File: config.mk
export PLATFORM = sky130hd
export DESIGN_NAME = attempt_lockout
export DESIGN_NICKNAME = d
export VERILOG_FILES = /design/src/rtl/attempt_lockout.sv
export SDC_FILE = /design/constraint.sdc
export NUM_CORES = 1
export LEC_CHECK = 0
export ABC_AREA = 1
export ABC_CLOCK_PERIOD_IN_PS = 2100
export CAP_MARGIN = 30
export CORE_ASPECT_RATIO = 0.7
export CORE_MARGIN = 2
export CORE_UTILIZATION = 57
export CTS_BUF_LIST = sky130_fd_sc_hd__clkbuf_4
export CTS_CLUSTER_DIAMETER = 100
export DETAILED_ROUTE_END_ITERATION = 8
export PLACE_DENSITY = 0.91
export SYNTH_ARGS = -nofsm -noshare
export SYNTH_HDL_FRONTEND = slang
export SYNTH_SLANG_ARGS = --single-unit
File: constraint.sdc
create_clock -name clock -period 2.1 [get_ports clock]
set_input_delay 0.42 -clock clock [delete_from_list [all_inputs] [get_ports clock]]
set_output_delay 0.42 -clock clock [all_outputs]
set_load 0.05 [all_outputs]
File: src/rtl/attempt_lockout.sv
// Attempt supervisor for the combination lock: times out stalled entries,
// counts consecutive failures and holds a tick-counted lockout.
//
//   state   | meaning
//   --------+------------------------------------------------------------
//   IDLE    | no entry in progress, tick generator stopped
//   ENTRY   | digits being entered, idle ticks counted toward timeout
//   LOCKOUT | too many failures, inputs ignored until remaining reaches 0
module attempt_lockout #(
    parameter int unsigned MAX_FAILS     = 3,
    parameter int unsigned LOCKOUT_TICKS = 40,
    parameter int unsigned ENTRY_TICKS   = 20
) (
    input  logic       clock,
    input  logic       reset,
    input  logic       tick,
    input  logic       keyActivity,
    input  logic       attemptPass,
    input  logic       attemptFail,
    output logic       tickRun,
    output logic       tickClear,
    output logic       locked,
    output logic       entryTimeout,
    output logic       lockoutDone,
    output logic [3:0] failCount,
    output logic [7:0] remaining
);

    localparam logic [3:0] FAIL_MAX   = 4'(MAX_FAILS);
    localparam logic [4:0] FAIL_LIMIT = 5'(MAX_FAILS);
    localparam logic [7:0] LOCK_LOAD  = 8'(LOCKOUT_TICKS);
    localparam logic [7:0] ENTRY_LAST = 8'(ENTRY_TICKS - 1);

    typedef enum logic [1:0] {
        IDLE    = 2'd0,
        ENTRY   = 2'd1,
        LOCKOUT = 2'd2
    } state_t;

    state_t     state, state_nxt;
    logic [7:0] idle_ticks, idle_ticks_nxt;
    logic [3:0] fail_count_nxt;
    logic [7:0] remaining_nxt;
    logic       clear_nxt;
    logic       timeout_nxt;
    logic       done_nxt;
    logic       fail_event;
    logic       pass_event;

    // Next-state and next-output decode; verdicts outrank key presses and ticks.
    always_comb begin
        state_nxt      = state;
        idle_ticks_nxt = idle_ticks;
        fail_count_nxt = failCount;
        remaining_nxt  = remaining;
        clear_nxt      = 1'b0;
        timeout_nxt    = 1'b0;
        done_nxt       = 1'b0;
        fail_event     = 1'b0;
        pass_event     = 1'b0;

        case (state)
            IDLE, ENTRY: begin
                if (attemptFail) begin
                    fail_event = 1'b1;
                end else if (attemptPass) begin
                    pass_event = 1'b1;
                end else if (keyActivity) begin
                    // Restarting the generator re-phases ticks to the key press.
                    state_nxt      = ENTRY;
                    idle_ticks_nxt = 8'd0;
                    clear_nxt      = 1'b1;
                end else if (state == ENTRY && tick) begin
                    if (idle_ticks == ENTRY_LAST) begin
                        timeout_nxt = 1'b1;
                        fail_event  = 1'b1;
                    end else begin
                        idle_ticks_nxt = idle_ticks + 8'd1;
                    end
                end

                if (pass_event) begin
                    fail_count_nxt = 4'd0;
                    idle_ticks_nxt = 8'd0;
                    state_nxt      = IDLE;
                end

                if (fail_event) begin
                    idle_ticks_nxt = 8'd0;
                    if ({1'b0, failCount} + 5'd1 == FAIL_LIMIT) begin
                        state_nxt      = LOCKOUT;
                        remaining_nxt  = LOCK_LOAD;
                        fail_count_nxt = FAIL_MAX;
                        clear_nxt      = 1'b1;
                    end else begin
                        fail_count_nxt = failCount + 4'd1;
                        state_nxt      = IDLE;
                    end
                end
            end

            LOCKOUT: begin
                if (tick) begin
                    // <= 1 also keeps remaining from wrapping if it were ever 0.
                    if (remaining <= 8'd1) begin
                        remaining_nxt  = 8'd0;
                        fail_count_nxt = 4'd0;
                        done_nxt       = 1'b1;
                        state_nxt      = IDLE;
                    end else begin
                        remaining_nxt = remaining - 8'd1;
                    end
                end
            end

            default: begin
                state_nxt      = IDLE;
                idle_ticks_nxt = 8'd0;
                fail_count_nxt = 4'd0;
                remaining_nxt  = 8'd0;
            end
        endcase
    end

    // State register.
    always_ff @(posedge clock or negedge reset) begin
        if (!reset) begin
            state <= IDLE;
        end else begin
            state <= state_nxt;
        end
    end

    // Registered outputs and idle counter; tickRun/locked track the next state
    // so they equal the registered state without any decode glitch.
    always_ff @(posedge clock or negedge reset) begin
        if (!reset) begin
            idle_ticks   <= 8'd0;
            tickRun      <= 1'b0;
            tickClear    <= 1'b0;
            locked       <= 1'b0;
            entryTimeout <= 1'b0;
            lockoutDone  <= 1'b0;
            failCount    <= 4'd0;
            remaining    <= 8'd0;
        end else begin
            idle_ticks   <= idle_ticks_nxt;
            tickRun      <= (state_nxt != IDLE);
            tickClear    <= clear_nxt;
            locked       <= (state_nxt == LOCKOUT);
            entryTimeout <= timeout_nxt;
            lockoutDone  <= done_nxt;
            failCount    <= fail_count_nxt;
            remaining    <= remaining_nxt;
        end
    end

endmodule
# After elaboration in Yosys (flattened, before gate mapping)
# Cells that the tools add are included.
word_totals:
  ff_bits: 27
classes:
  n_addsub: 4
  order_cmp: 1
  eq_ne: 14
  mux: 48
  n_bitwise: 1
  n_reduce_logical: 7
op_table:
  columns: ["cell", "count"]
  rows:
  - ["two-way mux 8 bit", 11]
  - ["case mux 8 bit (2 select lines)", 2]
  - ["two-way mux 1 bit", 20]
  - ["two-way mux 4 bit", 5]
  - ["two-way mux 2 bit", 8]
  - ["inequality test 5 bit (second input constant)", 2]
  - ["adder 8 x 1 -> 8 bit (second input constant)", 1]
  - ["equality test 8 x 5 -> 1 bit (second input constant)", 1]
  - ["<= comparator 8 x 1 -> 1 bit (second input constant)", 1]
  - ["inequality test 2 bit (second input constant)", 4]
  - ["inequality test 4 bit (second input constant)", 2]
  - ["case mux 4 bit (2 select lines)", 1]
  - ["subtractor 8 x 1 -> 8 bit (second input constant)", 1]
  - ["AND reduction 3 bit", 2]
  - ["adder 4 x 1 -> 5 bit (second input constant)", 1]
  - ["equality test 5 x 2 -> 1 bit (second input constant)", 1]
  - ["AND reduction 5 bit", 1]
  - ["adder 4 x 1 -> 4 bit (second input constant)", 1]
  - ["equality test 2 bit (second input constant)", 2]
  - ["case mux 2 bit (2 select lines)", 1]
  - ["inequality test 3 bit (second input constant)", 1]
  - ["equality test 2 x 1 -> 1 bit (second input constant)", 1]
  - ["zero test 2 bit", 1]
  - ["nonzero test 2 bit", 1]
  - ["other kinds (3)", 3]

# Longest topological paths before layout
depth:
  word_depth: 10
  mapped_depth: 11

# Worst setup path before layout
# Ideal clock, no wire load.
synth_path:
  path_kind: "reg2reg"
  start: "register failCount[0]"
  end: "register remaining[2]"
  arrival_ns: 1.702
  t_required_ns: 2.033
  slack_ns: 0.330
  stages_incl_launch_ff: 9
  n_path_buf: 0
  path_cell_list: "dfrtp_1 ha_1 xnor2_1 nand3_1 nor2_2 nand3_4 nand2_4 nand2_1 nand2_1"
synth_via:
  elab_chain_cells: 4
synth_lines:
  columns: ["element", "line_no", "source"]
  rows:
  - ["start: declaration", "25", "output logic [3:0] failCount,"]
  - ["start signal: assignment", "153", "failCount <= fail_count_nxt;"]
  - ["adder 4 x 1 -> 5 bit", "90", "if ({1'b0, failCount} + 5'd1 == FAIL_LIMIT) begin"]
  - ["equality test 5 x 2 -> 1 bit", "90", null]
  - ["inequality test 2 bit (no line)", null, null]
  - ["AND reduction 3 bit (no line)", null, null]
  - ["end signal: assignment", "154", "remaining <= remaining_nxt;"]
  - ["end: declaration", "26", "output logic [7:0] remaining"]
# Every way passes these cells.
# A chain may end at the register's enable or synchronous reset.

# Final worst setup path
layout_path:
  start: "register failCount[3]"
  end: "output failCount[3]"
# No word-level cell between the ends.

==> results.toml <==
[run_status]
status = "completed"

[hold_path]
hold_path.class = "primary input to async pin"

[logic_synthesis]
synth_compound_area_share_pct = 5.36
synth.area.top_cells = "dfrtp_1 38%, nand2_1 14%, nand3_1 9.3%, nor2_1 5.1%, inv_1 4.4%"
syn_inst = 236
synth_edf_count = 0
yosys.area_share.simple_pct = 43.4
synth-main-ff-cell = "dfrtp_1"
synth.largest_area_cell = "dfrtp_1"
synth_area_sq_mm = 0.00178
yosysWarnings = 0
ys_top_cells_by_count = "68 x nand2_1, 33 x nand3_1, 27 x dfrtp_1"
yosysSeqAreaShare_pct = 38.1
synth_mux_area_share_pct = 0
synth_cell_types = 27
synth_top_area_share_pct = 38.1
synth.most_common_cell = "nand2_1"
synth_top_family_by_area = "simple AND/OR/NAND/NOR gates"
synthAdderAreaFrac_pct = 3.52
synthArstFlopShare_pct = 100
ys_ff_latch = 27
synth_area_per_cell_sq_um = 7.52
synth_nets = 247
synth-xor-area-share_pct = 1.97

[final_layout]
drive_gt1_share_pct = 15.2
post-route-cell-area_sq_mm = 0.00209
antenna_cells = 0
nNetsFinal = 276
area_growth_pct = 17.5
finalCoreUtilization_pct = 72.4

[timing]
hold_viol = 0
rsz0062_at_grt = "no"
setup_viol = 0
timing.fmax_ghz = 0.493
finalMaxSlewViolations = 0
fin_crit_sh_pct = 96.6
slew_headroom_pct = 66.1
timing_worst_slew_pin_value_ns = 0.507
fin_skew_ns = 0.00427
fin_setup_tns_ns = 0
period_needed_ns = 2.03

[detailed_routing]
drcViolationCount = 0
viasPerCell = 5.41
num_vias = 1623
totalWireLength_microns = 4040
avgRoutedWirePerCell_microns = 13.5
antenna_left = 0
drt_iter0_markers = 202
first_pass_iters = 5

[setup_path]
endpoint_kind = "output port"
max_stage_delay_ns = 0.83
r2r_setup_slack_ns = 0.28
worstPathArrival_ns = 1.61
cp_num_buf_inv = 1
worstPathRequired_ns = 1.68
critical_path.top_delay_family = "buffers and inverters"
slowest_stage = "clkdlybuf4s50_1"
worstSetupPathType = "flop to output port"
cp-start-kind = "flop"
crit_chain = "clkdlybuf4s50_1"
crit_fanout = 4

[clock_tree]
htree_levels = 1
cts_sinks = 27
cts_tree = "built"
ctsLongestPathBuffers = 2
numCtsBuffers = 3
clk_latency_ns = 0.34
cts_root_buffer = "clkbuf_4"
cts_hold_buf = 0
path_clk_slew_ns = 0.15

[pwr]
p_leak_uw = 0.00110
p_int_uw = 1260
power_density_mw_per_mm2 = 1330
switching_share_pct = 54.3
power_frac_comb_pct = 61.7
vdd_drop_max_uv = 926
pwr-share-seq_pct = 29.7
power_switching_uw = 1500
clockPowerShare_pct = 8.6

[placement]
gp_congestion = 0.946
hpwl_microns = 3120
port_buffers = 22
placed_cell_area_sq_mm = 0.00204

[flow_run]
drv_cap = 0

[global_routing]
track_usage_pct = 24.9
grt_pass1_vias = 1454
overflow = 0
grt_start_max_net_pins = 28
grt_pass1_wl_microns = 6810
antenna_found_initial = 0

[floorplan]
dieArea_sq_mm = 0.00358
rows = 16
initial_core_util_pct = 61.6
die_w_microns = 70.7
fp.coreArea_sq_mm = 0.00288
ios = 23
die-height_microns = 50.7
through the flow:
step | setup WS [ns] | std cells | power [uW] | hold WS (ns)
6_report | 0.0715 | 300 | 2770 | 0.419
5_1_grt | 0.0117 | 300 | 2980 | 0.430
4_1_cts | 0.0142 | 300 | 2760 | 0.428
3_5_place_dp | 0.138 | 296 | 2520 | 0.510
3_3_place_gp | 0.172 | 296 | 2470 | 0.510
2_1_floorplan | 0.330 | 236 | 2070 | 0.124
cells by family after synthesis:
group	after synthesis
simple gates	155
buf+inv	30
flops	27
compound gates	15
fa+ha+maj	5
xor+xnor	4
cell usage in the layout, fill, tap and decap left out:
cell type,synthesis,layout
nor2_1,24,24
nand2_2,5,5
nand2_1,68,68
nand4_1,3,3
or2_2,1,1
a21oi_1,2,2
o21ai_1,4,4
nor3_1,5,5
o21bai_1,2,2
o21ai_2,4,4
clkbuf_4,0,3
nand3_4,2,2
xor2_1,2,2
dlymetal6s2s_1,0,7
buf_4,0,4
dfrtp_1,27,27
nor4_1,1,1
clkinvlp_4,0,1
ha_1,5,5
xnor2_1,2,2
nand2_4,5,5
inv_2,7,7
clkdlybuf4s50_1,0,15
nor2_4,3,3
nor3_4,1,1
nand4_2,1,1
nand3_1,33,33
inv_1,21,21
o21ai_0,3,3
nor2_2,3,3
sequential cells by signal (all words and copies together) (netlist names):
signal,cells
idle_ticks,8
lockoutDone,1
tickClear,1
entryTimeout,1
state,2
remaining,8
failCount,4
locked,1
tickRun,1
metal layers:
| metal | GRT usage, % | part of all wire [%] | routed length, microns |
|---|---|---|---|
| met5 | 0 | 0 | 0 |
| met4 | 8.81 | 1.3 | 53 |
| met3 | 6.63 | 8.7 | 352 |
| met2 | 35.7 | 42 | 1700 |
| met1 | 36.1 | 48 | 1930 |
power by group through the flow:
stage / sequential [uW] / combinational, uW / clock [uW]
6_report: 823 / 1710 / 239
5_1_grt: 848 / 1860 / 267
4_1_cts: 821 / 1700 / 240
3_5_place_dp: 832 / 1690 / 0
3_3_place_gp: 827 / 1640 / 0
2_1_floorplan: 1230 / 835 / 0
timing repair:
| action | 4_1_cts | 5_1_grt |
|---|---|---|
| buffers inserted | 0 | 0 |
| setup endpoints to repair | 0 | 7 |
| resized for setup | 0 | 7 |
final timing paths:
path,endpoint,from,cells after the start
worst max-delay path,failCount[3],failCount[3]$_DFFE_PN0P_,1
worst min register to register,idle_ticks[1]$_DFFE_PN0P_,idle_ticks[1]$_DFFE_PN0P_,2
worst max register to register,remaining[3]$_DFFE_PN0P_,failCount[0]$_DFFE_PN0P_,8
max in group asynchronous,state[0]$_DFF_PN0_,reset,2
min in group clock,idle_ticks[1]$_DFFE_PN0P_,idle_ticks[1]$_DFFE_PN0P_,2
worst min-delay path,idle_ticks[6]$_DFFE_PN0P_,reset,2
area by class of cell:
class / instances / area (sq um)
Sequential cell: 27 / 676
Fill cell: 242 / 796
Clock inverter: 1 / 7.51
Timing Repair Buffer: 26 / 268
Tap cell: 36 / 45.0
Multi-Input combinational cell: 179 / 963
Clock buffer: 3 / 22.5
Inverter: 28 / 105
No activity file was read; power rests on OpenSTA's default activity.
